## src/rtl/mix_add_key.sv

```systemverilog
// AES MixColumns followed by AddRoundKey, one column per cycle through a shared mixer.
// Optional macro LAST_ROUND_EN adds a last_round input that bypasses the mixer.
module mix_add_key (
  input  logic         clk,
  input  logic         rst,
  input  logic         in_valid,
  output logic         in_ready,
  input  logic [127:0] state_in,
  input  logic [127:0] key_in,
`ifdef LAST_ROUND_EN
  input  logic         last_round,
`endif
  output logic         out_valid,
  input  logic         out_ready,
  output logic [127:0] state_out
);

  typedef enum logic [1:0] {StIdle, StMix, StDone} st_e;

  st_e          st_q, st_d;
  logic [1:0]   col_q;
  logic [127:0] data_q, key_q, out_q;
  logic [6:0]   lsb;
  logic [31:0]  col_in, mixed, col_out;
`ifdef LAST_ROUND_EN
  logic         last_q;
`endif

  function automatic logic [7:0] xt(input logic [7:0] b);
    return {b[6:0], 1'b0} ^ (b[7] ? 8'h1b : 8'h00);
  endfunction

  // Row 0 sits in the top byte of the column word.
  function automatic logic [31:0] mix_bytes(input logic [31:0] c);
    logic [7:0] i0, i1, i2, i3;
    i0 = c[31:24];
    i1 = c[23:16];
    i2 = c[15:8];
    i3 = c[7:0];
    return {xt(i0) ^ xt(i1) ^ i1 ^ i2 ^ i3,
            i0 ^ xt(i1) ^ xt(i2) ^ i2 ^ i3,
            i0 ^ i1 ^ xt(i2) ^ xt(i3) ^ i3,
            xt(i0) ^ i0 ^ i1 ^ i2 ^ xt(i3)};
  endfunction

  // Column c occupies bits [(3-c)*32 +: 32].
  assign lsb    = {~col_q, 5'd0};
  assign col_in = data_q[lsb +: 32];

  always_comb begin
    mixed = mix_bytes(col_in);
`ifdef LAST_ROUND_EN
    if (last_q) mixed = col_in;
`endif
    col_out = mixed ^ key_q[lsb +: 32];
  end

  always_comb begin
    st_d      = st_q;
    in_ready  = (st_q == StIdle);
    out_valid = (st_q == StDone);
    case (st_q)
      StIdle:  if (in_valid) st_d = StMix;
      StMix:   if (col_q == 2'd3) st_d = StDone;
      StDone:  if (out_ready) st_d = StIdle;
      default: st_d = StIdle;
    endcase
  end

  always_ff @(posedge clk) begin
    if (rst) begin
      st_q   <= StIdle;
      col_q  <= 2'd0;
      data_q <= '0;
      key_q  <= '0;
      out_q  <= '0;
`ifdef LAST_ROUND_EN
      last_q <= 1'b0;
`endif
    end else begin
      st_q <= st_d;
      if (st_q == StIdle && in_valid) begin
        data_q <= state_in;
        key_q  <= key_in;
        col_q  <= 2'd0;
`ifdef LAST_ROUND_EN
        last_q <= last_round;
`endif
      end
      if (st_q == StMix) begin
        out_q[lsb +: 32] <= col_out;
        col_q            <= col_q + 2'd1;
      end
    end
  end

  assign state_out = out_q;

endmodule

```

## config.mk

```make
export PLATFORM = sky130hd
export DESIGN_NAME = mix_add_key
export DESIGN_NICKNAME = d
export VERILOG_FILES = /design/src/rtl/mix_add_key.sv
export SDC_FILE = /design/constraint.sdc
export NUM_CORES = 1
export LEC_CHECK = 0
export ABC_AREA = 1
export BUFFER_PORTS_ARGS = -buffer_cell sky130_fd_sc_hd__buf_2
export CAP_MARGIN = 20
export CELL_PAD_IN_SITES_DETAIL_PLACEMENT = 0
export CELL_PAD_IN_SITES_GLOBAL_PLACEMENT = 1
export CORE_UTILIZATION = 35
export DETAILED_ROUTE_END_ITERATION = 10
export PLACE_DENSITY = 0.82
export SLEW_MARGIN = 20
export SYNTH_ARGS = -nofsm -noshare
export SYNTH_HDL_FRONTEND = slang
export SYNTH_SLANG_ARGS = --single-unit
```

## constraint.sdc

```tcl
create_clock -name clk -period 2.8 [get_ports clk]
set_input_delay 0.42 -clock clk [delete_from_list [all_inputs] [get_ports clk]]
set_output_delay 0.42 -clock clk [all_outputs]
set_load 0.005 [all_outputs]
```

==> impl_metrics.tcl, run 1 <==
set metrics [dict create \
    setup_tns_ns 0 \
    hp-start "state_in[88]" \
    coreArea_um2 51300 \
    critPathTopFamily "simple AND/OR/NAND/NOR gates" \
    regArea_um2 7775 \
    clkSinkCount 388 \
    dieWidth_um 229.8 \
    drt_pass1_iterations 5 \
    cts_tree "built" \
    wl_mm 66.97 \
    crit_required_ns 3.30 \
    wl_per_cell_um 17.95 \
    multi_input_area_um2 9276 \
    r2r_start "col_q[0]" \
    cts_buffer_depth 3 \
    start_util 0.3542 \
    yosysTopAreaCellShare 0.4275 \
    path_class "reg2reg" \
    p_leak_nw 10.18 \
    power_density_nw_per_um2 712.5 \
    maxCapViolCount 0 \
    vias 18627 \
    status "finished clean" \
    cts-root-buf "clkbuf_16" \
    crit_slowest_cell "dfxtp_4" \
    fp.dieH_um 229.8 \
    endpoint_kind "register" \
    path_clk_slew_ns 0.07 \
    crit_top_cell "nand2_1" \
    gp_congestion 0.8983 \
    whs_ns 0.09759 \
    netlist_area_um2 18170 \
    dp_hpwl_mm 50.39 \
    setup.worst_path.start_class "register" \
    slew_violations 0 \
    yosysUniqueCellTypes 32 \
    post-route-period-util 0.9202 \
    drc_errors 0 \
    dp_cells 3647 \
    final_area_um2 22310 \
    h-tree-depth 2 \
    crit_buf_inv 2 \
    hold_buffers 0 \
    grt_pass1_wl_mm 101.1 \
    io_pins 390 \
    placed_area_um2 20840 \
    avgViaCountPerCell 4.992 \
    synth.area.top_cells "dfxtp_1 (43%), nand2_1 (15%), nor2_1 (11%), o21ai_0 (7.4%), nand3_1 (4.8%)" \
    rsz0062_at_grt "false" \
    crit_chain "buf_12 > buf_12 > nand2_1 > nand3_1 > nand2_1 > xnor2_1 > nand2b_1 > nand2_1 > nand2_1 > nand2_1 > nor2_1 > nand3_1 > a21oi_1" \
    fin_crit_ns 2.577 \
    numCtsBuffers 43 \
    yosysSeqAreaShare 0.4275 \
    grt_antenna_before_repair 8 \
    worst-slew-pin-transition_ns 0.6481 \
    grt_max_degree 132 \
    synth_area_leader_cell "dfxtp_1" \
    num-nets-final 3277 \
    final_antenna_net_count 0 \
    syn_nets 2974 \
    fillers 5441 \
    synth_cells 2709 \
    layout-area-overhead-vs-synth_pct 22.79 \
    relSlewSlack 0.5679 \
    max_freq_mhz 388.1 \
    grt_pass1_vias 17493 \
    crit_start "col_q[0]" \
    insertion_delay_ns 0.58 \
    crit_fanout 58 \
    synthesis.area_per_instance_um2 6.707 \
    fin_skew_ns 0.02336 \
    synth.ff_latch_count 388 \
    critical_path_arrival_ns 3.07 \
    overflow 0 \
    finalHoldViolations 0 \
    max_stage_delay_ns 0.39 \
    fin_cells 3731 \
    grt.total_usage 0.2480 \
    rows 83 \
    port_buffers 389 \
    min_path_type "in2reg" \
    ys_warn_count 0 \
    drive_above_1_share 0.1838 \
    drt_iter0_markers 1311 \
    max-vdd-ir-drop_uv 369.8 \
    setup_viol 0 \
    dieArea_um2 52830 \
]
## Yosys cell counts
cell,count
nand3_1,173
a32oi_1,6
or2_1,3
clkbuf_1,121
a21oi_1,153
nand2_2,11
buf_6,5
nand4_1,55
or2_0,2
a21o_1,1
dfxtp_1,388
xor2_1,25
xor2_2,2
o21ai_0,270
o21ai_1,2
buf_1,10
nand3b_1,5
nand2b_1,2
o211ai_2,2
and2_1,1
ha_1,5
xnor2_2,8
buf_4,14
nor2_2,2
xnor2_1,47
buf_2,34
inv_2,7
o22ai_1,4
nor2_1,524
nor4_2,1
nand2_1,745
inv_1,81
## report_power, final
group	internal, mW	total (mW)	switching [mW]
Clock	3.35	5.75	2.39
Combinational	1.31	4.04	2.72
Sequential	5.90	6.11	0.214
Total	10.6	15.9	5.33
## flip-flops by register name, indices dropped and copies added (netlist names)
register   flops
data_q       128
key_q        128
state_out    128
col_q          2
st_q           2
## through the flow
stage          power [mW]  worst slack (ns)  utilization
5_1_grt             16.74           0.01100       0.4349
6_report            15.90            0.2233       0.4349
3_3_place_gp        10.20            0.3214       0.4062
2_1_floorplan       8.736            0.1140            -
3_5_place_dp        10.25            0.2793       0.4062
4_1_cts             16.00            0.2319       0.4345
## worst min-delay path, stage by stage
cell     delay (ns)
buf_2          0.07
o21ai_0        0.08
nor2_1         0.08
## layout make-up
type	count	area share
multi-input cells	2049	0.4158
clock inverters	22	0.008917
inverters	88	0.01565
diodes	5	0.0005608
clock buffers	57	0.05603
flip-flops and latches	388	0.3485
well taps	680	0.03814
repair buffers	442	0.1164
## layout by cell type, fill, tap and decap left out, types with 44 or more instances in the layout
master,count
a21oi_1,153
buf_2,388
clkbuf_16,44
dfxtp_1,386
inv_1,78
nand2_1,744
nand3_1,173
nand4_1,55
nor2_1,522
o21ai_0,270
xnor2_1,46
## path summary, 6_finish.rpt
check	to	slack (ns)	cells after the start
hold / removal	data_q[88]	0.1	3
hold reg to reg	data_q[32]	0.45	2
setup reg to reg	state_out[106]	0.22	13
setup / recovery	state_out[106]	0.22	13
## what timing repair did
action | 4_1_cts | 5_1_grt
endpoints found under the setup margin | 0 | 2
hold endpoints to repair | 0 | 0
gates resized for setup | 0 | 1
setup buffers | 0 | 0
## layer usage
metal | global-route usage | share of wire | wire [µm]
met5 | 0 | 0.00040 | 27
met2 | 0.3948 | 0.45 | 30390
met1 | 0.3259 | 0.44 | 29710
met3 | 0.04688 | 0.066 | 4440
met4 | 0.1080 | 0.036 | 2402
## cells by family after synthesis
group,share of synthesized area
flip-flops,0.4275
AND/OR/NAND/NOR,0.3388
adder cells (fa/ha/maj),0.003443
AO/OA/AOI/OAI,0.1231
buffers and inverters,0.06349
XOR/XNOR,0.04366
(Power assumes the default switching activity.)
==> inputs of run 2 (changes only) <==
--- a/config.mk
+++ b/config.mk
@@ -5,14 +5,13 @@
 export SDC_FILE = /design/constraint.sdc
 export NUM_CORES = 1
 export LEC_CHECK = 0
-export ABC_AREA = 1
 export BUFFER_PORTS_ARGS = -buffer_cell sky130_fd_sc_hd__buf_2
 export CAP_MARGIN = 20
 export CELL_PAD_IN_SITES_DETAIL_PLACEMENT = 0
 export CELL_PAD_IN_SITES_GLOBAL_PLACEMENT = 1
-export CORE_UTILIZATION = 35
+export CORE_UTILIZATION = 36
 export DETAILED_ROUTE_END_ITERATION = 10
-export PLACE_DENSITY = 0.82
+export PLACE_DENSITY = 0.81
 export SLEW_MARGIN = 20
 export SYNTH_ARGS = -nofsm -noshare
 export SYNTH_HDL_FRONTEND = slang
==> impl_metrics.tcl, run 2 <==
set metrics [dict create \
    status "finished clean" \
    clkSinkCount 388 \
    grt_busiest_layer "met2" \
    setup.worst_path.start_class "register" \
    wl_mm 52.27 \
    grt_antenna_before_repair 8 \
    crit_slowest_cell "mux4_2" \
    cts-root-buf "clkbuf_16" \
    finish.utilization 0.4605 \
    fin_crit_ns 2.752 \
    synth.area.top_cells "dfxtp_1 (50%), nand2_1 (13%), mux4_2 (9.0%), a21oi_1 (8.3%), a22o_1 (4.9%)" \
    pre_cts_slack_ns -0.05266 \
    grtUsageMet1 0.3027 \
    final_common_cell "nand2_1" \
    gr-usage-met2 0.3724 \
    drc_errors 0 \
    grt.total_usage 0.2334 \
    hold_depth 3 \
    synthFlopType "dfxtp_1" \
    max-vdd-ir-drop_uv 354.1 \
    synthesis.area_per_instance_um2 9.283 \
    wl_per_cell_um 19.68 \
    power_density_nw_per_um2 726.6 \
    h-tree-depth 2 \
    layout_setup_ws_ns 0.04786 \
    layout_common_cells "nand2_1 (552), buf_2 (388), dfxtp_1 (386)" \
    dieArea_um2 44390 \
    synth_cells 1689 \
    final_antenna_net_count 0 \
    grt_max_degree 147 \
    cts_buffer_depth 3 \
    crit_required_ns 3.30 \
    cts_setup_buffers 0 \
    io_pins 390 \
    max_freq_mhz 363.4 \
    gp_congestion 0.8617 \
    whs_ns 0.08853 \
    crit_chain "buf_12 > mux4_2 > xnor2_1 > xnor2_1 > xnor2_1 > a22o_1" \
    overflow 0 \
    ys_warn_count 0 \
    cts_tree "built" \
    yosysTopAreaCellShare 0.4954 \
    dp_cells 2577 \
    grt_pass1_wl_mm 78.23 \
    rsz0062_at_grt "false" \
    insertion_delay_ns 0.56 \
    synth_xor_area_frac 0.08698 \
    grtUsageMet3 0.05442 \
    avgViaCountPerCell 5.017 \
    post-route-period-util 0.9829 \
    yosysUniqueCellTypes 33 \
    cp_num_cells 6 \
    seqPwrFrac 0.416 \
    drt_iter0_markers 1035 \
    swShare 0.2702 \
    path_class "reg2reg" \
    synth_top_family_by_area "compound AO/OA/AOI/OAI gates" \
    crit_top_cell "xnor2_1" \
    dieWidth_um 210.7 \
    hold_buffers 0 \
    synthArstFlopShare 0 \
    path_clk_slew_ns 0.07 \
    port_buffers 389 \
    p_sw_mw 3.887 \
    relSlewSlack 0.3160 \
    synthMuxAreaShare 0.09217 \
    maxCapViolCount 0 \
    p_total_mw 14.38 \
    p_clk_frac 0.415 \
    critical_path_arrival_ns 3.25 \
    drive_above_1_share 0.2793 \
    critPathTopFamily "XOR/XNOR gates" \
    drt_pass1_iterations 5 \
    worst-slew-pin-transition_ns 1.024 \
    netlist_area_um2 15680 \
    yosysSeqAreaShare 0.4954 \
    fin_skew_ns 0.02213 \
    post_cts_resized 1 \
    combinationalPowerShare 0.169 \
    p_leak_nw 8.273 \
    synth_area_leader_cell "dfxtp_1" \
    internal_power_mw 10.50 \
    syn_nets 1954 \
    layout-area-overhead-vs-synth_pct 26.25 \
    slew_violations 0 \
    reg2reg_depth 6 \
    min_path_type "in2reg" \
    rows 76 \
    endpoint_kind "register" \
    crit_buf_inv 1 \
    synthMostInstantiatedCell "nand2_1" \
    synth_fa_ha_area_frac 0.003990 \
    vias 13326 \
    num-nets-final 2301 \
    synth.cells.most_frequent "nand2_1 (553), dfxtp_1 (388), a21oi_1 (261)" \
    fin_cells 2656 \
    coreArea_um2 42980 \
    dp_hpwl_mm 38.96 \
    synth_edf_count 0 \
    crit_fanout 21 \
    finalHoldViolations 0 \
    setup_viol 0 \
    synth-simple-area-share 0.1407 \
    max_stage_delay_ns 0.69 \
    numCtsBuffers 42 \
    synth-compound-area-share 0.1472 \
    fp.dieH_um 210.7 \
    synth.ff_latch_count 388 \
    grt_pass1_vias 12980 \
    start_util 0.3648 \
]
-- run 2: cell count changes in the layout (fill, tap and decap cells not counted), moves of 12 or more --
cell,change
buf_12,-12
mux4_2,+63
nor2_1,-516
xor2_1,+12
nand4_1,-55
a21oi_1,+104
o21ai_0,-233
xnor2_1,+36
nand3_1,-169
inv_1,-75
nand2_1,-192
a22o_1,+88
-- run 2: through the flow --
stage | area (µm²) | setup TNS [ns]
after global placement | 18260 | 0
after global routing | 19790 | 0
after CTS | 19760 | 0
after floorplan | 15680 | 0
final | 19790 | 0
after detailed placement | 18260 | -0.1673
-- run 2: worst reg2reg max path: stages (launching register included) --
cell and delay [ns]:
dfxtp_4 0.54, buf_12 0.26, mux4_2 0.70, xnor2_1 0.21, xnor2_1 0.15, xnor2_1 0.58
a22o_1 0.25
-- run 2: final cells by class --
class | count | area [µm²]
multi-input combinational | 1177 | 7445
clock inverter | 15 | 264.0
sequential | 388 | 7775
clock buffer | 59 | 1229
inverter | 3 | 11.26
tap | 585 | 732.0
fill | 4275 | 23190
timing repair buffer | 424 | 2326
antenna | 5 | 12.51
-- run 2: per-layer routing --
layer  up-vias  wire length [µm]
li1       6402                 -
met1      6336             22770
met2       498             23900
met3        84              3725
met4         6              1832
met5         -                39
-- run 2: final timing paths --
path	from	to	slack (ns)
worst min register to register	data_q[26]	data_q[26]	0.45
worst min-delay path	key_in[124]	key_q[124]	0.09
worst max-delay path	col_q[1]	state_out[79]	0.05
worst max register to register	col_q[1]	state_out[79]	0.05
-- run 2: power groups by stage --
stage / combinational (mW) / clock [mW] / sequential (mW)
floorplan: 1.49 / 0 / 6.03
global placement: 2.36 / 0 / 6.09
detailed placement: 2.41 / 0 / 6.10
CTS: 2.42 / 6.08 / 5.98
global route: 2.61 / 6.34 / 6.01
finish: 2.43 / 5.97 / 5.98
-- run 2: kinds of logic (layout without fill, tap and decap cells) --
family / Yosys count / count (layout)
simple gates: 577 / 577
buf+inv: 124 / 501
fa+ha+maj: 5 / 5
xor+xnor: 138 / 138
other cells: 0 / 5
mux: 64 / 64
compound gates: 393 / 393
flops: 388 / 388
==> inputs of run 3 (changes only) <==
--- a/config.mk
+++ b/config.mk
@@ -12,6 +12,7 @@
 export CORE_UTILIZATION = 36
 export DETAILED_ROUTE_END_ITERATION = 10
 export PLACE_DENSITY = 0.81
+export REMOVE_ABC_BUFFERS = 1
 export SLEW_MARGIN = 20
 export SYNTH_ARGS = -nofsm -noshare
 export SYNTH_HDL_FRONTEND = slang
==> impl_metrics.tcl, run 3 (same netlist as run 2, synthesis figures left out) <==
set metrics [dict create \
    insertion_delay_ns 0.56 \
    numCtsBuffers 42 \
    start_util 0.3648 \
    grt_antenna_before_repair 5 \
    gp_congestion 0.8164 \
    pre_cts_slack_ns 0.2449 \
    clkSinkCount 388 \
    cts_setup_buffers 0 \
    io_pins 390 \
    wl_per_cell_um 19.15 \
    coreArea_um2 42980 \
    rsz0062_at_grt "false" \
    power_density_nw_per_um2 712.7 \
    fp.dieH_um 210.7 \
    grt.total_usage 0.2257 \
    slew_violations 0 \
    r2r_slack_ns 0.28 \
    p_leak_nw 8.250 \
    fin_crit_ns 2.519 \
    min_path_type "in2reg" \
    crit_slowest_cell "mux4_2" \
    status "finished clean" \
    port_buffers 389 \
    setup.worst_path.start_class "register" \
    crit_buf_inv 1 \
    drt_iter0_markers 902 \
    finalHoldViolations 0 \
    path_class "reg2reg" \
    cts-root-buf "clkbuf_16" \
    worst-slew-pin-transition_ns 1.046 \
    post-route-period-util 0.8997 \
    vias 13214 \
    cp_num_cells 6 \
    avgViaCountPerCell 4.973 \
    num-nets-final 2299 \
    overflow 0 \
    crit_required_ns 3.22 \
    cts_buffer_depth 3 \
    wl_mm 50.89 \
    grt_pass1_vias 13110 \
    crit_chain "buf_12 > mux4_2 > xor2_1 > xnor2_1 > xnor2_1 > o21ai_0" \
    dieArea_um2 44390 \
    layout_setup_ws_ns 0.2809 \
    max_freq_mhz 397.0 \
    p_total_mw 14.10 \
    hp-start "key_in[5]" \
    layout_common_cells "nand2_1 (552), buf_2 (388), dfxtp_1 (386)" \
    relSlewSlack 0.3024 \
    grt_max_degree 157 \
    final_antenna_net_count 0 \
    critical_path_arrival_ns 2.94 \
    max_stage_delay_ns 0.63 \
    grt_pass1_wl_mm 76.41 \
    holdPathEnd "key_q[5]" \
    drc_errors 0 \
    maxCapViolCount 0 \
    h-tree-depth 2 \
    post_cts_resized 0 \
    drt_pass1_iterations 5 \
    timing.rr.end "state_out[44]" \
    crit_start "col_q[1]" \
    rows 76 \
    fin_skew_ns 0.01965 \
    reg2reg_depth 6 \
    crit_fanout 29 \
    critPathTopFamily "XOR/XNOR gates" \
    drive_above_1_share 0.2772 \
    r2r_start "col_q[1]" \
    endpoint_kind "register" \
    layout-area-overhead-vs-synth_pct 26.19 \
    final_common_cell "nand2_1" \
    crit_top_cell "xnor2_1" \
    dieWidth_um 210.7 \
    hold_buffers 0 \
    max-vdd-ir-drop_uv 369.4 \
    hold_depth 3 \
    cts_tree "built" \
    dp_hpwl_mm 36.50 \
    path_clk_slew_ns 0.06 \
    setup_viol 0 \
]
-- run 3: final cells by class --
class | count | area [µm²]
repair buffers | 422 | 2328
fillers | 4257 | 23200
diodes | 5 | 12.51
flip-flops and latches | 388 | 7775
multi-input cells | 1177 | 7445
well taps | 585 | 732.0
clock buffers | 64 | 1289
inverters | 3 | 11.26
clock inverters | 13 | 192.7
-- run 3: metrics by stage --
step | util | cell area (µm²) | instances | setup TNS, ns | hold slack, ns
final | 0.4603 | 19790 | 2657 | 0 | 0.09194
after CTS | 0.4600 | 19770 | 2652 | 0 | 0.06497
after floorplan | - | 15160 | 1568 | -1675.53 | 0.4255
after detailed placement | 0.4256 | 18290 | 2575 | 0 | 0.4364
after global placement | 0.4256 | 18290 | 2575 | 0 | 0.4334
after global routing | 0.4603 | 19790 | 2657 | 0 | 0.07854
-- run 3: worst max-delay path by stage --
stage / end / slack, ns
6_report: state_out[44] / 0.28
5_1_grt: state_out[55] / 0.12
4_1_cts: state_out[55] / 0.24
3_5_place_dp: state_out[55] / 0.24
3_3_place_gp: state_out[55] / 0.30
2_1_floorplan: data_q[0] / -5.81
-- run 3: tightest hold or removal path, cell delays in order --
cell,delay [ns]
buf_2,0.09
nand2_1,0.04
a21oi_1,0.05
-- run 3: power breakdown --
| group | internal [mW] | total, mW | switching (mW) |
|---|---|---|---|
| clock network | 3.64 | 5.90 | 2.26 |
| registers | 5.81 | 5.96 | 0.159 |
| logic | 0.911 | 2.24 | 1.32 |
-- run 3: layer usage --
| layer | wire length [µm] | global-route usage | part of all wire |
|---|---|---|---|
| met5 | 0 | 0 | 0 |
| met4 | 1689 | 0.08946 | 0.033 |
| met3 | 2652 | 0.04312 | 0.052 |
| met2 | 24150 | 0.3676 | 0.47 |
| met1 | 22400 | 0.2947 | 0.44 |
